<file path="src/rtl/controlador_estados.sv">
`default_nettype none
// ============================================================================
// Module      : controlador_estados
// Description : Pet behaviour sequencer: buttons -> estado code, with
//               attribute-based arbitration, refusal of full attributes and
//               an absorbing dead state.
// Revision    : 1.0 - initial release
// ============================================================================
module controlador_estados #(
    parameter int         DURACAO      = 200,
    parameter logic [7:0] LIMITE_CHEIO = 8'd100
) (
    input  logic       clk,
    input  logic       rst_n,
    input  logic       btn_dormir,
    input  logic       btn_comer,
    input  logic       btn_aula,
    input  logic [7:0] fome,
    input  logic [7:0] felicidade,
    input  logic [7:0] sono,
    input  logic       morreu,
    output logic [2:0] estado,
    output logic       ocupado,
    output logic       rejeitado
);

    localparam int CW = (DURACAO > 1) ? $clog2(DURACAO) : 1;
    localparam logic [CW-1:0] c_ULTIMO = CW'(DURACAO - 1);

    localparam logic [2:0] c_PARADO     = 3'b000;
    localparam logic [2:0] c_DORMINDO   = 3'b001;
    localparam logic [2:0] c_COMENDO    = 3'b010;
    localparam logic [2:0] c_DANDO_AULA = 3'b011;
    localparam logic [2:0] c_MORTO      = 3'b100;

    logic [2:0]      r_estado, w_estado_nxt;
    logic [CW-1:0]   r_cnt, w_cnt_nxt;
    logic [2:0]      r_pend, w_pend_nxt;
    logic [2:0]      r_btn_q;
    logic            r_ocupado, w_ocupado_nxt;
    logic            r_rejeitado, w_rejeitado_nxt;

    logic [2:0]      w_btn, w_subida, w_limpa, w_bloqueio;
    logic [2:0][7:0] w_attr;
    logic [7:0]      w_attr_atual;
    logic            w_sel_valido;
    logic [1:0]      w_sel_idx;
    logic [7:0]      w_sel_val;

    // Bit i of every flag vector maps to action code i+1
    assign w_btn    = {btn_aula, btn_comer, btn_dormir};
    assign w_subida = w_btn & ~r_btn_q;
    assign w_attr   = {felicidade, fome, sono};

    always_ff @(posedge clk or negedge rst_n) begin
        if (!rst_n) begin
            r_estado    <= c_PARADO;
            r_cnt       <= '0;
            r_pend      <= 3'b000;
            r_btn_q     <= 3'b111;
            r_ocupado   <= 1'b0;
            r_rejeitado <= 1'b0;
        end else begin
            r_estado    <= w_estado_nxt;
            r_cnt       <= w_cnt_nxt;
            r_pend      <= w_pend_nxt;
            r_btn_q     <= w_btn;
            r_ocupado   <= w_ocupado_nxt;
            r_rejeitado <= w_rejeitado_nxt;
        end
    end

    // Lowest attribute wins; strict compare keeps earlier index on ties
    always_comb begin
        w_sel_valido = 1'b0;
        w_sel_idx    = 2'd0;
        w_sel_val    = 8'hFF;
        for (int i = 0; i < 3; i++) begin
            if (r_pend[i] && (!w_sel_valido || (w_attr[i] < w_sel_val))) begin
                w_sel_valido = 1'b1;
                w_sel_idx    = 2'(i);
                w_sel_val    = w_attr[i];
            end
        end
    end

    always_comb begin
        w_estado_nxt    = r_estado;
        w_cnt_nxt       = r_cnt;
        w_limpa         = 3'b000;
        w_bloqueio      = 3'b000;
        w_rejeitado_nxt = 1'b0;
        w_attr_atual    = 8'd0;
        case (r_estado)
            c_PARADO: begin
                if (w_sel_valido) begin
                    w_limpa = 3'b001 << w_sel_idx;
                    if (w_sel_val >= LIMITE_CHEIO) begin
                        w_rejeitado_nxt = 1'b1;
                    end else begin
                        w_estado_nxt = {1'b0, w_sel_idx + 2'd1};
                        w_cnt_nxt    = '0;
                    end
                end
            end
            c_DORMINDO, c_COMENDO, c_DANDO_AULA: begin
                w_bloqueio   = 3'b001 << (r_estado[1:0] - 2'd1);
                w_attr_atual = w_attr[r_estado[1:0] - 2'd1];
                if ((r_cnt == c_ULTIMO) || (w_attr_atual >= LIMITE_CHEIO)) begin
                    w_estado_nxt = c_PARADO;
                    w_cnt_nxt    = '0;
                end else begin
                    w_cnt_nxt = r_cnt + 1'b1;
                end
            end
            c_MORTO: begin
                w_bloqueio = 3'b111;
            end
            default: begin
                w_estado_nxt = c_PARADO;
                w_cnt_nxt    = '0;
            end
        endcase
        w_pend_nxt = (r_pend & ~w_limpa) | (w_subida & ~w_bloqueio);
        if (morreu) begin
            w_estado_nxt    = c_MORTO;
            w_cnt_nxt       = '0;
            w_pend_nxt      = 3'b000;
            w_rejeitado_nxt = 1'b0;
        end
    end

    always_comb begin
        w_ocupado_nxt = (w_estado_nxt == c_DORMINDO) || (w_estado_nxt == c_COMENDO) ||
                        (w_estado_nxt == c_DANDO_AULA);
        estado        = r_estado;
        ocupado       = r_ocupado;
        rejeitado     = r_rejeitado;
    end

endmodule
`default_nettype wire

</file>
<file path="config.mk">
export PLATFORM = sky130hd
export DESIGN_NAME = controlador_estados
export DESIGN_NICKNAME = d
export VERILOG_FILES = /design/src/rtl/controlador_estados.sv
export SDC_FILE = /design/constraint.sdc
export NUM_CORES = 1
export LEC_CHECK = 0
export CORE_UTILIZATION = 30
export CTS_CLUSTER_DIAMETER = 50
export DETAILED_ROUTE_END_ITERATION = 8
export PLACE_DENSITY = 0.57
export SYNTH_ARGS = -nofsm -noshare
export SYNTH_HDL_FRONTEND = slang
export SYNTH_SLANG_ARGS = --single-unit
</file>
<file path="constraint.sdc">
create_clock -name clk -period 13.07 [get_ports clk]
set_input_delay 2.614 -clock clk [delete_from_list [all_inputs] [get_ports clk]]
set_output_delay 2.614 -clock clk [all_outputs]
set_load 0.02 [all_outputs]
</file>
Yosys cells after proc, flatten, opt, wreduce, memory -nomap -nowiden
Cells that the tools add are included.
- add/sub/neg operators: 3
- muxes and demuxes: 28
- reductions and logical operators: 12
- shift operators: 2
- order comparisons: 5
- bitwise logic cells: 7
- div/mod/pow operators: 0
- $mul: 0
- eq/ne operators: 11
- operator list (kind ; number):
    $mux W8 ; 8
    $pmux W8 S3 ; 1
    $mux W3 ; 7
    $bmux W8 S2 ; 1
    $ge A8 B7 Y1 const B ; 2
    $lt A8 B8 Y1 ; 2
    $eq A3 B2 Y1 const B ; 4
    $and A3 B3 Y3 ; 3
    $not A3 Y3 ; 3
    $pmux W3 S3 ; 1
    $add A8 B1 Y8 const B ; 1
    $eq A8 B8 Y1 const B ; 1
    $mux W1 ; 8
    $eq A3 B1 Y1 const B ; 2
    $ne A3 B3 Y1 const B ; 2
    $pmux W3 S2 ; 1
    $shl A1 B2 Y3 const A ; 2
    $logic_or A1 B1 Y1 ; 5
    $eq A3 B3 Y1 const B ; 1
    $logic_not A3 Y1 ; 1
    $lt A2 B3 Y1 const B ; 1
    $or A3 B3 Y3 ; 1
    $reduce_and A3 Y1 ; 1
    $reduce_or A3 Y1 ; 1
    other kinds (6) ; 8
- output and inout port bits: 5
- ROM bits: 0
- latch bits: 0
- input port bits: 30
- memories kept: 0
- register bits: 19
- RAM bits: 0

Depth between registers and ports, before layout
Gate-level depths: netlist of the first run.
- depth in word-level cells: 17
- gate-level depth with buffers: 21

Worst setup path after synthesis of the first run
No wires, ideal clock.
- path type: in2reg
- start point: input sono[1]
- end point: register r_cnt[3]
- stages: 17
- data required time: 12.978 ns
- setup slack: 6.544 ns
- arrival: 6.434 ns
- path buffers: 1
- path through: nor2_1 ha_1 a211oi_1 o311a_1 o211a_4 or2b_2 o22ai_1 ha_1 a2111oi_0 o211ai_1 o311ai_1 o21ai_2 o31ai_2 nor3_2 or2_1 buf_2 o31ai_2
- cells in the longest elaborated chain, start to end: 12
- elaborated cells on any way between the ends: 23
- ends and longest elaborated chain (item ; line ; source):
    start, declared ; 20 ; input logic [7:0] sono,
    $mux W8 ; 79 ; if (r_pend[i] && (!w_sel_valido || (w_attr[i] < w_sel_val))) begin
    $lt A8 B8 Y1 ; 79 ;
    $logic_or A1 B1 Y1 ; 79 ;
    $logic_and A1 B1 Y1 ; 79 ;
    $mux W8 / $mux W1 (equally long branches) ; 79 ;
    $lt A8 B8 Y1 / $logic_not A1 Y1 (equally long branches) ; 79 ;
    $logic_or A1 B1 Y1 ; 79 ;
    $logic_and A1 B1 Y1 ; 79 ;
    $mux W8 ; 79 ;
    $ge A8 B7 Y1 ; 98 ; if (w_sel_val >= LIMITE_CHEIO) begin
    $ne A3 B3 Y1 (no source line) ; -- ;
    $reduce_and A3 Y1 (no source line) ; -- ;
    end signal, assigned ; 65 ; r_cnt <= w_cnt_nxt;
    end, declared ; 37 ; logic [CW-1:0] r_cnt, w_cnt_nxt;
Several ways; a longest one is shown, not always the timed one. The select of a mux whose other input is x is not followed.
A chain may end at the register's enable or synchronous reset.

Worst setup path after layout of the first run
- start point: input sono[3]
- end point: register r_cnt[2]
Same word-level chain as after synthesis.

==> reports/metrics.cfg, run 1 <==
[critical_path]
crit_family = compound AO/OA/AOI/OAI gates
critical_path_cell_count = 17
cp_common_cell = ha_1
required_ns = 13.20
reg2reg_depth = 17
criticalPathCategory = input port to register
critical_path.startpoint_type = input port
critPathArrivalTime_ns = 7.42
cp-end-kind = register
worstPathMaxFanout = 9
critPathBufInv = 2
crit_slowest_cell = a2111oi_0
path_cells = clkdlybuf4s50_1, nor2_1, ha_1, inv_1, o311a_1, o211a_4, or2b_2, o22ai_1, ha_1, a2111oi_0, o211ai_1, o311ai_1, o21ai_2, o2111a_2, nor3_2, or2_1, o21ai_1
rrSetupSlack_ns = 7.89
cp_slowest_stage_delay_ns = 0.61

[clocking]
cts_tree = yes
ctsResizeCount = 0
clock_latency_ns = 0.25
ctsLongestPathBuffers = 2
cts_post_setup_buffers_inserted = 0
hold_buffers = 0
clkSlewWorstSetupHoldPaths_ns = 0.07
h-tree-depth = 1
clockRootBuffer = clkbuf_8
cts_made_buffers = 3
cts_sinks = 19

[global_routing]
gr-total-overflow = 0
gr-usage-all-layers = 0.153
grt_pass1_wl_mm = 7.62
antenna_found_initial = 0
grt_max_degree = 20
grt_pass1_vias = 1633

[placement]
dp_hpwl_mm = 3.56
place_inst = 313
port_buffers = 34
gp_congestion = 0.842

[synthesis]
synth_top_area_share = 0.227
synth_cell_type_count = 58
syn_nets = 261
dominantRegCellSynth = dfrtp_1
synthTopCellsByArea = dfrtp_1 (23%), ha_1 (13%), nor2_1 (4.7%)
ys_warn_count = 0
avgSynthCellArea_um2 = 8.29
synthesis.instances = 213
synth_edf_count = 0
ys_async_sr_fraction = 1.00
synth_top_area_cell = dfrtp_1
synth_seq_cells = 19
syn_area_um2 = 1770
ys_seq_area_frac = 0.271

[floorplanning]
fp.dieArea_um2 = 6200
pin_count = 35
dieHeight_um = 78.7
die_x_um = 78.7
coreArea_um2 = 5570
rows = 27
initial_utilization = 0.317

[worst_hold_path]
hold_path_depth = 1
hp-class = register to register

[sta]
fin_crit_ns = 7.29
slew_headroom = 0.435
worst_slew_pin_slew_ns = 0.845
finalSetupTns_ns = 0
grt_setup_unrepaired = false
finalHoldViolCount = 0
slew_viol_final = 0
fmax_mhz = 137
fin_crit_sh = 0.558
skew_ns = 0.00310
setup_viol = 0

[finish]
final_cell_mix = clkdlybuf4s50_1 (34), nor2_1 (22), nand2_1 (21)
drive_gt1_frac = 0.102
syn2layout_area_growth_pct = 24.9
final_common_cell = clkdlybuf4s50_1
final_nets = 294
antenna_cells = 0
fin_cells = 317

[status]
outcome = finished, final reports clean

[power]
ir_drop_uv = 46.0
leakage_nw = 0.879
p_per_area_nw_per_um2 = 53.8

[detailed_routing]
drc = 0
vias = 1658
first_iter_violations = 86
detail-route-antenna-nets = 0
viasPerCell = 5.23
drtPass1Iterations = 4
wl_per_cell_um = 14.0
wirelength_mm = 4.45

[run]
cap_violations = 0

[where the power goes]
part / switching (mW) / total [mW] / internal (mW)
logic: 0.00859 / 0.0190 / 0.0104
clock network: 0.0182 / 0.0398 / 0.0216
registers: 0.000163 / 0.0598 / 0.0596
total: 0.0270 / 0.119 / 0.0917
[through the flow]
stage	util	hold WS [ns]	cell area, µm²	power [mW]	setup slack [ns]
after global routing	0.396	0.529	2210	0.125	5.29
final	0.396	0.502	2210	0.119	5.78
after floorplan	-	0.460	1770	0.0665	6.54
after CTS	0.396	0.507	2210	0.121	5.76
after global placement	0.388	0.493	2160	0.0799	5.57
after detailed placement	0.388	0.491	2160	0.0797	5.53
[state kept, by name, summed over array words and instances, names as in the netlist]
name and cells:
estado 3, r_btn_q 3, ocupado 1, rejeitado 1, r_pend 3, r_cnt 8
[kinds of logic (layout without fill, tap and decap cells)]
group,after synthesis,after routing,synth area share
AOI/OAI and AO/OA,74,74,0.304
DFF,19,19,0.271
buffers and inverters,17,49,0.0432
and+or+nand+nor,85,85,0.254
adders and majority gates,18,18,0.128
[Yosys cell counts (2+ instances only)]
| cell type | count |
|---|---|
| nor2_1 | 22 |
| nand2_1 | 21 |
| ha_1 | 18 |
| dfrtp_1 | 16 |
| o21ai_0 | 16 |
| a21oi_1 | 13 |
| inv_1 | 10 |
| nand2b_1 | 5 |
| nand3_1 | 5 |
| nor2b_1 | 4 |
| nor3_1 | 4 |
| o21ai_1 | 4 |
| o22ai_1 | 4 |
| o31ai_2 | 4 |
| a211oi_1 | 3 |
| dfstp_2 | 3 |
| nand4b_1 | 3 |
| o211ai_1 | 3 |
| o21a_1 | 3 |
| o31ai_1 | 3 |
| or2_2 | 3 |
| a21o_1 | 2 |
| a221oi_1 | 2 |
| and3_1 | 2 |
| clkbuf_1 | 2 |
| nand4_1 | 2 |
| o311ai_0 | 2 |
| or2b_1 | 2 |
| or3_1 | 2 |
| or4_1 | 2 |
[routing by layer]
layer | wire length [µm] | track usage | share of wire
met2 | 2150 | 0.268 | 0.48
met4 | 0 | 0.00741 | 0
met1 | 2160 | 0.200 | 0.48
met5 | 0 | 0 | 0
met3 | 146 | 0.0333 | 0.033
[worst reg2reg max path, cell delays in order, from the launching register on]
cell	delay [ns]
dfrtp_1	0.50
inv_2	0.20
nor2_1	0.08
ha_1	0.33
a211oi_1	0.08
o311a_1	0.37
o211a_4	0.29
or2b_2	0.36
o22ai_1	0.15
ha_1	0.26
a2111oi_0	0.61
o211ai_1	0.18
o311ai_1	0.40
o21ai_2	0.15
o2111a_2	0.21
nor3_2	0.44
or2_1	0.34
o21ai_1	0.11
[path summary, 6_finish.rpt]
| kind | startpoint | end |
|---|---|---|
| setup reg to reg | r_pend[0] | r_cnt[2] |
| setup / recovery | sono[3] | r_cnt[2] |
| min in group asynchronous | rst_n | r_cnt[3] |
| max in group asynchronous | rst_n | r_pend[1] |
| hold / removal | r_cnt[7] | r_cnt[7] |
| hold reg to reg | r_cnt[7] | r_cnt[7] |
[final cells by class]
type	count	area, µm²
fillers	565	3370
multi-input cells	177	1210
flip-flops and latches	19	479
repair buffers	34	340
well taps	72	90.1
clock buffers	4	45.0
inverters	11	41.3
Note: power is estimated with default switching activity, not from simulation.
==> run 2, diff against run 1 <==
==> constraint.sdc (replaced) <==
create_clock -name clk -period 7.6 [get_ports clk]
set_input_delay 1.52 -clock clk [delete_from_list [all_inputs] [get_ports clk]]
set_output_delay 1.52 -clock clk [all_outputs]
set_load 0.02 [all_outputs]
==> run 2 against run 1 <==
  * Non-clock buffer count stayed put
  * Combinational power is 73% higher
  * Total power is 73% higher
  * Sequential power is 72% higher
  * Clock power is 76% higher
  * Die area stayed put
  * Worst hold slack better by 0.013 ns
==> reports/metrics.cfg, run 2 (same netlist as run 1, synthesis figures left out) <==
[status]
outcome = finished, final reports clean  ; unchanged

[clocking]
cts_tree = yes  ; unchanged
hold_buffers = 0  ; unchanged
clkSlewWorstSetupHoldPaths_ns = 0.07  ; about the same
clock_latency_ns = 0.26  ; was 0.25 ns
cts_sinks = 19  ; unchanged
cts_made_buffers = 3  ; unchanged
ctsResizeCount = 0  ; unchanged
h-tree-depth = 1  ; unchanged
clockRootBuffer = clkbuf_8  ; unchanged
ctsLongestPathBuffers = 2  ; unchanged
cts_post_setup_buffers_inserted = 0  ; unchanged

[power]
leakage_nw = 0.882  ; was 0.879 nW
p_per_area_nw_per_um2 = 93.2  ; was 53.8 nW/µm²
ir_drop_uv = 77.2  ; was 46.0 µV
power_uw = 206  ; was 119 µW

[placement]
dp_hpwl_mm = 3.60  ; was 3.56 mm
gp_congestion = 0.843  ; was 0.842
port_buffers = 34  ; unchanged
place_inst = 313  ; unchanged
dp_slack_ns = 1.12  ; was 5.53 ns

[critical_path]
path_cells = clkdlybuf4s50_1, nor2_1, ha_1, inv_1, o311a_1, o211a_4, or2b_2, o22ai_1, ha_1, a2111oi_0, o211ai_1, o311ai_1, o21ai_2, o2111a_2, nor3_2, or2_1, o21ai_1  ; unchanged
r2r_end = r_cnt[2]  ; unchanged
criticalPathCategory = input port to register  ; unchanged
reg2reg_depth = 17  ; unchanged
critPathBufInv = 2  ; unchanged
crit_slowest_cell = a2111oi_0  ; unchanged
worstPathMaxFanout = 9  ; unchanged
cp_common_cell = ha_1  ; unchanged
cp_slowest_stage_delay_ns = 0.62  ; was 0.61 ns
critPathArrivalTime_ns = 6.34  ; was 7.42 ns
required_ns = 7.74  ; was 13.20 ns
crit_family = compound AO/OA/AOI/OAI gates  ; unchanged
cp-end-kind = register  ; unchanged
critical_path.startpoint_type = input port  ; unchanged
reg2reg_from = r_pend[0]  ; unchanged
rrSetupSlack_ns = 2.42  ; was 7.89 ns

[detailed_routing]
drtPass1Iterations = 4  ; unchanged
wl_per_cell_um = 14.3  ; was 14.0 µm
detail-route-antenna-nets = 0  ; unchanged
wirelength_mm = 4.53  ; was 4.45 mm
first_iter_violations = 113  ; was 86
vias = 1724  ; was 1658
viasPerCell = 5.44  ; was 5.23
drc = 0  ; unchanged

[finish]
drive_gt1_frac = 0.106  ; was 0.102
top_register = r_cnt  ; unchanged
final_nets = 294  ; unchanged
largest_reg_flops = 8  ; unchanged
fin_cells = 317  ; unchanged
syn2layout_area_growth_pct = 25.0  ; was 24.9%
final_cell_mix = clkdlybuf4s50_1 (34), nor2_1 (22), nand2_1 (21)  ; unchanged
antenna_cells = 0  ; unchanged
final_common_cell = clkdlybuf4s50_1  ; unchanged

[sta]
fin_crit_ns = 6.20
setup_viol = 0  ; unchanged
fmax_mhz = 161
slew_viol_final = 0  ; unchanged
fin_crit_sh = 0.816
finalHoldViolCount = 0  ; unchanged
slew_headroom = 0.449  ; was 0.435
finalSetupTns_ns = 0  ; unchanged
grt_setup_unrepaired = false  ; unchanged
skew_ns = 0.00254  ; was 0.00310 ns
worst_slew_pin_slew_ns = 0.824  ; was 0.845 ns
layout_setup_ws_ns = 1.40  ; was 5.78 ns

[floorplanning]
fp.dieArea_um2 = 6200  ; unchanged
coreArea_um2 = 5570  ; unchanged
pin_count = 35  ; unchanged
dieHeight_um = 78.7  ; unchanged
rows = 27  ; unchanged
die_x_um = 78.7  ; unchanged
initial_utilization = 0.317  ; unchanged

[worst_hold_path]
hold_path_depth = 1  ; unchanged
holdPathEnd = r_cnt[7]  ; unchanged
hp-start = r_cnt[7]  ; unchanged
hp-class = register to register  ; unchanged

[global_routing]
grt_max_degree = 20  ; unchanged
gr-usage-all-layers = 0.155  ; was 0.153
grt_pass1_vias = 1633  ; unchanged
antenna_found_initial = 0  ; unchanged
grt_pass1_wl_mm = 7.73  ; was 7.62 mm
gr-total-overflow = 0  ; unchanged

[run]
cap_violations = 0  ; unchanged

-- run 2: cell types whose count changed in the layout (fill, tap and decap cells not counted) --
cell | before | now
clkbuf_1 | 1 | 0
clkinv_2 | 0 | 1
-- run 2: how the worst max path moves through the flow --
stage | startpoint | endpoint | slack [ns] | depth (start not counted)
2_1_floorplan | sono[1] | r_cnt[3] | 2.17 | 17
3_3_place_gp | sono[3] | r_cnt[2] | 1.20 | 17
3_5_place_dp | sono[3] | r_cnt[2] | 1.12 | 17
4_1_cts | sono[3] | r_cnt[2] | 1.37 | 17
5_1_grt | sono[3] | r_cnt[2] | 0.97 | 17
6_report | sono[3] | r_cnt[2] | 1.40 | 17
-- run 2: cell type report --
| class | count | area [µm²] |
|---|---|---|
| repair buffers | 34 | 340 |
| clock inverters | 1 | 5.00 |
| inverters | 11 | 41.3 |
| clock buffers | 3 | 41.3 |
| flip-flops and latches | 19 | 479 |
| multi-input cells | 177 | 1210 |
| fillers | 547 | 3370 |
| well taps | 72 | 90.1 |
-- run 2: metrics by stage --
stage	hold slack [ns]	util	area (µm²)
global placement	0.493	0.388	2160
CTS	0.516	0.396	2210
detailed placement	0.495	0.388	2160
finish	0.515	0.396	2210
floorplan	0.460	-	1770
global route	0.526	0.396	2210
-- run 2: per-layer routing --
layer,part of all wire,global-route usage,vias up
li1,-,-,866
met1,0.49,0.207,821
met2,0.47,0.262,33
met3,0.038,0.0322,4
met4,0.0060,0.0259,0
met5,0,0,-
-- run 2: power breakdown --
part           switching, mW  internal, mW  total, mW
Sequential          0.000262         0.103      0.103
Clock                 0.0337        0.0365     0.0702
Combinational         0.0149        0.0179     0.0328
Total                 0.0488         0.157      0.206
